==> src/rtl/audio_seq_pkg.sv <==
`default_nettype none
// ============================================================================
// Module      : audio_seq_pkg
// Description : Shared types and widths for the audio sample sequencer.
//               Provides the sequencer state enum plus the sample width and
//               counter widths.
// Revision    : 1.0 - initial release
// ============================================================================
package audio_seq_pkg;

  localparam int SAMPLE_W = 24;
  localparam int CNT_W    = 16;
  localparam int DROP_W   = 8;

  typedef enum logic [2:0] {
    IDLE    = 3'd0,
    READ    = 3'd1,
    ADV     = 3'd2,
    SETTLE  = 3'd3,
    WAIT_WR = 3'd4,
    WRITE   = 3'd5
  } seq_state_t;

endpackage : audio_seq_pkg
`default_nettype wire

==> src/rtl/seq_timer.sv <==
`default_nettype none
// ============================================================================
// Module      : seq_timer
// Description : 16-bit loadable down-counter with an at-one flag. One timer
//               is shared by the filter-settle and write-wait phases of the
//               sequencer; only one phase uses it at a time.
// Ports       : clk_i     - clock
//               rst_i     - synchronous active-high reset (count -> 0)
//               load_i    - load value_i (has priority over dec_i)
//               value_i   - load value
//               dec_i     - decrement by one
//               at_one_o  - count equals 1
// Revision    : 1.0 - initial release
// ============================================================================
module seq_timer
  import audio_seq_pkg::*;
(
  input  logic             clk_i,
  input  logic             rst_i,
  input  logic             load_i,
  input  logic [CNT_W-1:0] value_i,
  input  logic             dec_i,
  output logic             at_one_o
);

  logic [CNT_W-1:0] count_q;

  always_ff @(posedge clk_i) begin
    if (rst_i) begin
      count_q <= '0;
    end else if (load_i) begin
      count_q <= value_i;
    end else if (dec_i) begin
      count_q <= count_q - 1'b1;
    end
  end

  assign at_one_o = (count_q == CNT_W'(1));

endmodule : seq_timer
`default_nettype wire

==> src/rtl/audio_sample_sequencer.sv <==
`default_nettype none
// ============================================================================
// Module      : audio_sample_sequencer
// Description : Moves one stereo sample at a time from the codec read FIFO
//               through the external left/right FIR filters (or around them
//               in bypass) and back to the codec write FIFO. The filters are
//               advanced once per codec sample. Counts completed writes and
//               samples dropped when the write side stalls too long.
// Ports       : clock_i / reset_i             - clock, sync active-high reset
//               read_ready_i, readdata_*_i    - codec input pair available
//               read_o                        - pop codec input FIFO
//               write_ready_i, writedata_*_o  - codec output side
//               write_o                       - push codec output FIFO
//               filter_on_i                   - 1 filter, 0 bypass
//               filt_in_*_o, filt_advance_o   - filter inputs / shift strobe
//               filt_out_*_i                  - filter results
//               sample_count_o, drop_count_o  - statistics
//               busy_o                        - not idle
// Revision    : 1.0 - initial release
// ============================================================================
module audio_sample_sequencer
  import audio_seq_pkg::*;
#(
  parameter int W        = SAMPLE_W,
  parameter int FILT_LAT = 1,
  parameter int TIMEOUT  = 1024
) (
  input  logic              clock_i,
  input  logic              reset_i,
  input  logic              read_ready_i,
  input  logic [W-1:0]      readdata_left_i,
  input  logic [W-1:0]      readdata_right_i,
  output logic              read_o,
  input  logic              write_ready_i,
  output logic [W-1:0]      writedata_left_o,
  output logic [W-1:0]      writedata_right_o,
  output logic              write_o,
  input  logic              filter_on_i,
  output logic [W-1:0]      filt_in_left_o,
  output logic [W-1:0]      filt_in_right_o,
  output logic              filt_advance_o,
  input  logic [W-1:0]      filt_out_left_i,
  input  logic [W-1:0]      filt_out_right_i,
  output logic [CNT_W-1:0]  sample_count_o,
  output logic [DROP_W-1:0] drop_count_o,
  output logic              busy_o
);

  seq_state_t        state_q, state_d;
  logic              mode_q;
  logic              read_q, write_q, filt_advance_q, busy_q;
  logic [W-1:0]      filt_in_left_q, filt_in_right_q;
  logic [W-1:0]      writedata_left_q, writedata_right_q;
  logic [CNT_W-1:0]  sample_count_q;
  logic [DROP_W-1:0] drop_count_q;

  logic              w_tmr_load, w_tmr_dec, w_tmr_at_one;
  logic [CNT_W-1:0]  w_tmr_value;

  // Timer: loaded with the filter latency in ADV, reloaded with the write
  // timeout on the last SETTLE cycle. In WAIT_WR it only counts while the
  // codec is not ready, so a late write_ready on the final cycle still wins.
  assign w_tmr_load  = (state_q == ADV) || ((state_q == SETTLE) && w_tmr_at_one);
  assign w_tmr_value = (state_q == ADV) ? CNT_W'(FILT_LAT) : CNT_W'(TIMEOUT);
  assign w_tmr_dec   = ((state_q == SETTLE) && !w_tmr_at_one) ||
                       ((state_q == WAIT_WR) && !write_ready_i && !w_tmr_at_one);

  seq_timer u_timer (
    .clk_i    (clock_i),
    .rst_i    (reset_i),
    .load_i   (w_tmr_load),
    .value_i  (w_tmr_value),
    .dec_i    (w_tmr_dec),
    .at_one_o (w_tmr_at_one)
  );

  always_comb begin
    state_d = state_q;
    unique case (state_q)
      IDLE:    if (read_ready_i) state_d = READ;
      READ:    state_d = ADV;
      ADV:     state_d = SETTLE;
      SETTLE:  if (w_tmr_at_one) state_d = WAIT_WR;
      WAIT_WR: begin
        if (write_ready_i)     state_d = WRITE;
        else if (w_tmr_at_one) state_d = IDLE;
      end
      WRITE:   state_d = IDLE;
      default: state_d = IDLE;
    endcase
  end

  // Strobes are registered from the next state so they line up exactly with
  // the state they belong to and are glitch-free at the ports.
  always_ff @(posedge clock_i) begin
    if (reset_i) begin
      state_q           <= IDLE;
      mode_q            <= 1'b0;
      read_q            <= 1'b0;
      write_q           <= 1'b0;
      filt_advance_q    <= 1'b0;
      busy_q            <= 1'b0;
      filt_in_left_q    <= '0;
      filt_in_right_q   <= '0;
      writedata_left_q  <= '0;
      writedata_right_q <= '0;
      sample_count_q    <= '0;
      drop_count_q      <= '0;
    end else begin
      state_q        <= state_d;
      read_q         <= (state_d == READ);
      write_q        <= (state_d == WRITE);
      busy_q         <= (state_d != IDLE);
      // ADV is only entered from READ, where filter_on_i is latched as mode.
      filt_advance_q <= (state_d == ADV) && filter_on_i;

      if (state_q == READ) begin
        filt_in_left_q  <= readdata_left_i;
        filt_in_right_q <= readdata_right_i;
        mode_q          <= filter_on_i;
      end

      if ((state_q == SETTLE) && w_tmr_at_one) begin
        writedata_left_q  <= mode_q ? filt_out_left_i  : filt_in_left_q;
        writedata_right_q <= mode_q ? filt_out_right_i : filt_in_right_q;
      end

      if (state_d == WRITE) begin
        sample_count_q <= sample_count_q + 1'b1;
      end

      if ((state_q == WAIT_WR) && (state_d == IDLE) && (drop_count_q != '1)) begin
        drop_count_q <= drop_count_q + 1'b1;
      end
    end
  end

  assign read_o            = read_q;
  assign write_o           = write_q;
  assign filt_advance_o    = filt_advance_q;
  assign busy_o            = busy_q;
  assign filt_in_left_o    = filt_in_left_q;
  assign filt_in_right_o   = filt_in_right_q;
  assign writedata_left_o  = writedata_left_q;
  assign writedata_right_o = writedata_right_q;
  assign sample_count_o    = sample_count_q;
  assign drop_count_o      = drop_count_q;

endmodule : audio_sample_sequencer
`default_nettype wire
==> config.mk <==
export PLATFORM = sky130hd
export DESIGN_NAME = audio_sample_sequencer
export DESIGN_NICKNAME = d
export VERILOG_FILES = /design/src/rtl/audio_seq_pkg.sv /design/src/rtl/seq_timer.sv /design/src/rtl/audio_sample_sequencer.sv
export SDC_FILE = /design/constraint.sdc
export NUM_CORES = 1
export LEC_CHECK = 0
export ABC_AREA = 1
export BUFFER_PORTS_ARGS = -buffer_cell sky130_fd_sc_hd__buf_4
export CAP_MARGIN = 0
export CORE_MARGIN = 4
export CORE_UTILIZATION = 45
export DETAILED_ROUTE_END_ITERATION = 7
export PLACE_DENSITY = 0.81
export SLEW_MARGIN = 20
export SYNTH_ARGS = -nofsm -noshare
export SYNTH_HDL_FRONTEND = slang
export SYNTH_SLANG_ARGS = --single-unit
export TNS_END_PERCENT = 10
==> constraint.sdc <==
create_clock -name clock_i -period 1.68 [get_ports clock_i]
set_clock_uncertainty 0.2 [all_clocks]
set_input_delay 0.252 -clock clock_i [delete_from_list [all_inputs] [get_ports clock_i]]
set_output_delay 0.252 -clock clock_i [all_outputs]
set_load 0.02 [all_outputs]
==> run metrics <==
Yosys reg bits=144; vias in the first global route=6,731; Slowest-stage cell, CP=dfxtp_2; critical-path cell list=nor2_2, nand2_2, nor2_4, nand2_4, a21oi_2, nand2_2, nand2_2, nand3_4, nor2_4, clkbuf_16, nand3_2, nand2_1, nor2_1; Die Wd=124.1 um; Port Buffers=224; CTS Buf Count=17; Largest stage delay, worst path=0.33 ns; YS warnings=0; RSZ-0062 raised after global routing=yes; CTS tree=done; Post-Syn Nets=845; placed insts=1,166; Critical Path RT=1.79 ns; Final HPWL DP=12.60 mm; via count=6,953; Top Family by Delay on Critical Path=simple AND/OR/NAND/NOR gates; Seq/Total Area, Yosys=0.4751; io pins=225; number of flops mapped to enable cells by yosys=0; CP Launch Type=flop; max_slew headroom=0.7825; Multi-input gate area=0.002979 sq mm; clk slew on worst S/H paths=0.06 ns; die area=0.01541 sq mm; Die H=124.1 um; Final Slew Violations=0; Final Hold Vio Count=1; worst slew pin tran=0.3233 ns; Setup-failing EPs final=96; Hold/Removal Path Class=in2reg; global-route wire length before repair=32.10 mm; initial core utilization=0.4582; nets@finish=1,205; initial antenna violation count=1; Synth Area per Inst=8.200 sq um; via density per instance=5.390; Top FF cell, synth=dfxtp_1; Post-DP Area=0.008499 sq mm; Pwr per Cell Area=943.4 mW/mm^2; Routed WL=22.00 mm; DP Worst Slack=-0.2870 ns; Buf/Inv on CP=1; Rows=42; placer's final routability congestion estimate=0.8638; number of remaining DRC errors=0; maximum vdd drop=0.0006046 V; area of all sequential standard cells=0.002904 sq mm; largest net degree at the start of global routing=74; most frequent CP cell=nand2_2; maximum root-to-sink buffer count=2; hold slack=-0.001595 ns; synthesis-to-finish area growth=68.91%; Syn Inst Count=740; CP Data Arrival Time=2.17 ns; CTS H-tree lvls=4; share of cells above drive strength 1=0.3854; Avg WL per Cell=17.06 um; Distinct cells, synth=39; core box area=0.01324 sq mm; Total GRT Usage=0.2670; failing checks=hold timing, setup timing; clock root buffer=clkbuf_16; Final Cycle Share=1.226; Setup CP Type=reg2reg; Final Non-Filler Cells=1,290; post-route cell area=0.01025 sq mm; ANT nets after route=0; Synth async-reset ratio=0; clk_lat worst skew=0.42 ns; 1st-pass router iterations=6; # clock sinks=144; Worst Path Max Fanout=6; fillers=829; MaxCap Viol Count=0; DRT iter0 DRCs=427; Netlist Area Pre-Place=0.006068 sq mm; GRT Residual Overflow=0; Pleak=4.777 nW; final setup margin=-0.3790 ns; Period minus WS final=2.059 ns; status=finished with violations; Crit. End Element=flop; Fmax=485.7 MHz
[stage by stage]
stage / utilization / total power (W) / TNS [ns]
after global routing: 0.7740 / 0.01005 / -26.83
after detailed placement: 0.6418 / 0.005700 / -14.55
after CTS: 0.7542 / 0.009393 / -12.18
after floorplan: - / 0.004826 / -1.429
final: 0.7740 / 0.009669 / -18.16
after global placement: 0.6418 / 0.005654 / -11.59
[metal layers]
metal	vias to the layer above	wire (um)	GRT usage
met5	-	0	0
met4	0	1007	0.1437
met2	333	11320	0.4861
met3	86	1675	0.07130
li1	3258	-	-
met1	3276	7994	0.2782
[placed cells by master, fill, tap and decap left out, types with 4 or more instances in the layout]
| cell type | synthesis | final |
|---|---|---|
| a21oi_1 | 74 | 68 |
| a21oi_2 | 0 | 6 |
| and3_1 | 4 | 4 |
| buf_12 | 0 | 8 |
| buf_4 | 1 | 293 |
| buf_6 | 1 | 7 |
| clkbuf_16 | 0 | 19 |
| clkinv_2 | 0 | 5 |
| dfxtp_1 | 144 | 131 |
| dfxtp_2 | 0 | 11 |
| dlygate4sd3_1 | 0 | 81 |
| inv_1 | 79 | 74 |
| inv_2 | 1 | 5 |
| nand2_1 | 94 | 80 |
| nand2_2 | 3 | 14 |
| nand3_1 | 19 | 8 |
| nand3_2 | 0 | 10 |
| nand4_1 | 8 | 8 |
| nor2_1 | 49 | 38 |
| nor2_2 | 5 | 9 |
| nor2_4 | 2 | 9 |
| nor3_1 | 15 | 8 |
| nor3_2 | 1 | 5 |
| o211a_1 | 48 | 48 |
| o211ai_1 | 48 | 48 |
| o21ai_0 | 63 | 42 |
| o21ai_1 | 1 | 19 |
| xor2_1 | 9 | 8 |
[state kept, by name (all words and copies together) (netlist names)]
register           flops
state_q                3
mode_q                 1
filt_in_left_o        24
writedata_right_o     24
drop_count_o           8
writedata_left_o      24
u_timer.count_q       16
sample_count_o        16
write_o                1
read_o                 1
filt_in_right_o       24
busy_o                 1
filt_advance_o         1
[cell type report]
cell class,count,share of cell area
Timing Repair Buffer,390,0.3195
Multi-Input combinational cell,466,0.2907
Sequential cell,144,0.2833
Clock buffer,23,0.04871
Inverter,81,0.03064
Tap cell,176,0.02148
Clock inverter,9,0.005493
Antenna cell,1,0.0002441
[synth_stat cells (2+ instances only)]
library cell  count  share of area
dfxtp_1         144           0.48
nand2_1          94          0.058
inv_1            79          0.049
a21oi_1          74          0.061
o21ai_0          63          0.052
nor2_1           49          0.030
o211a_1          48          0.079
o211ai_1         48          0.059
clkbuf_1         38          0.024
nand3_1          19          0.016
nor3_1           15          0.012
xor2_1            9          0.013
nand4_1           8         0.0082
buf_2             7         0.0058
nor2_2            5         0.0052
and3_1            4         0.0041
ha_1              4         0.0082
a211oi_1          3         0.0037
nand2_2           3         0.0031
xnor2_1           3         0.0043
a31oi_1           2         0.0021
nor2_4            2         0.0037
nor4_1            2         0.0021
o21a_1            2         0.0025
[worst paths after layout]
kind | from | to | slack, ns | depth (start not counted)
hold / removal | filt_out_right_i[15] | writedata_right_o[15]$_SDFFE_PP0P_ | -0.002 | 4
hold reg to reg | filt_in_right_o[6]$_SDFFE_PP0P_ | filt_in_right_o[6]$_SDFFE_PP0P_ | 0.27 | 2
setup / recovery | u_timer.count_q[7]$_SDFFE_PP0P_ | drop_count_o[6]$_SDFFE_PP0P_ | -0.38 | 13
setup reg to reg | u_timer.count_q[7]$_SDFFE_PP0P_ | drop_count_o[6]$_SDFFE_PP0P_ | -0.38 | 13
[worst min-delay path, cell delays in order]
cell	delay [ns]
buf_4	0.08
nand2_1	0.04
o211ai_1	0.08
o211a_1	0.13
[cell families (layout without fill, tap and decap cells)]
| family | after synthesis | after routing | synth area share |
|---|---|---|---|
| AOI/OAI and AO/OA | 242 | 242 | 0.2619 |
| xor gates and xnor gates | 12 | 12 | 0.01732 |
| adders and majority gates | 4 | 4 | 0.008248 |
| buffers and inverters | 130 | 503 | 0.08391 |
| DFF | 144 | 144 | 0.4751 |
| other | 0 | 1 | 0 |
| and+or+nand+nor | 208 | 208 | 0.1536 |
[timing repair]
item                                    4_1_cts  5_1_grt
gates resized for setup                      37       62
pin swaps                                     7       11
setup buffers                                 2        7
endpoints found under the setup margin      121      140
cloned                                        0        1
hold endpoints to repair                     85        0
hold buffers                                 81        0
[where the power goes]
| part | switching (W) | leakage (nW) | internal (W) |
|---|---|---|---|
| sequential | 0.000151 | 1.18 | 0.00364 |
| combinational | 0.00126 | 3.33 | 0.00107 |
| clock | 0.00146 | 0.270 | 0.00208 |
| total | 0.00287 | 4.78 | 0.00680 |
No activity file was read; power rests on OpenSTA's default activity.
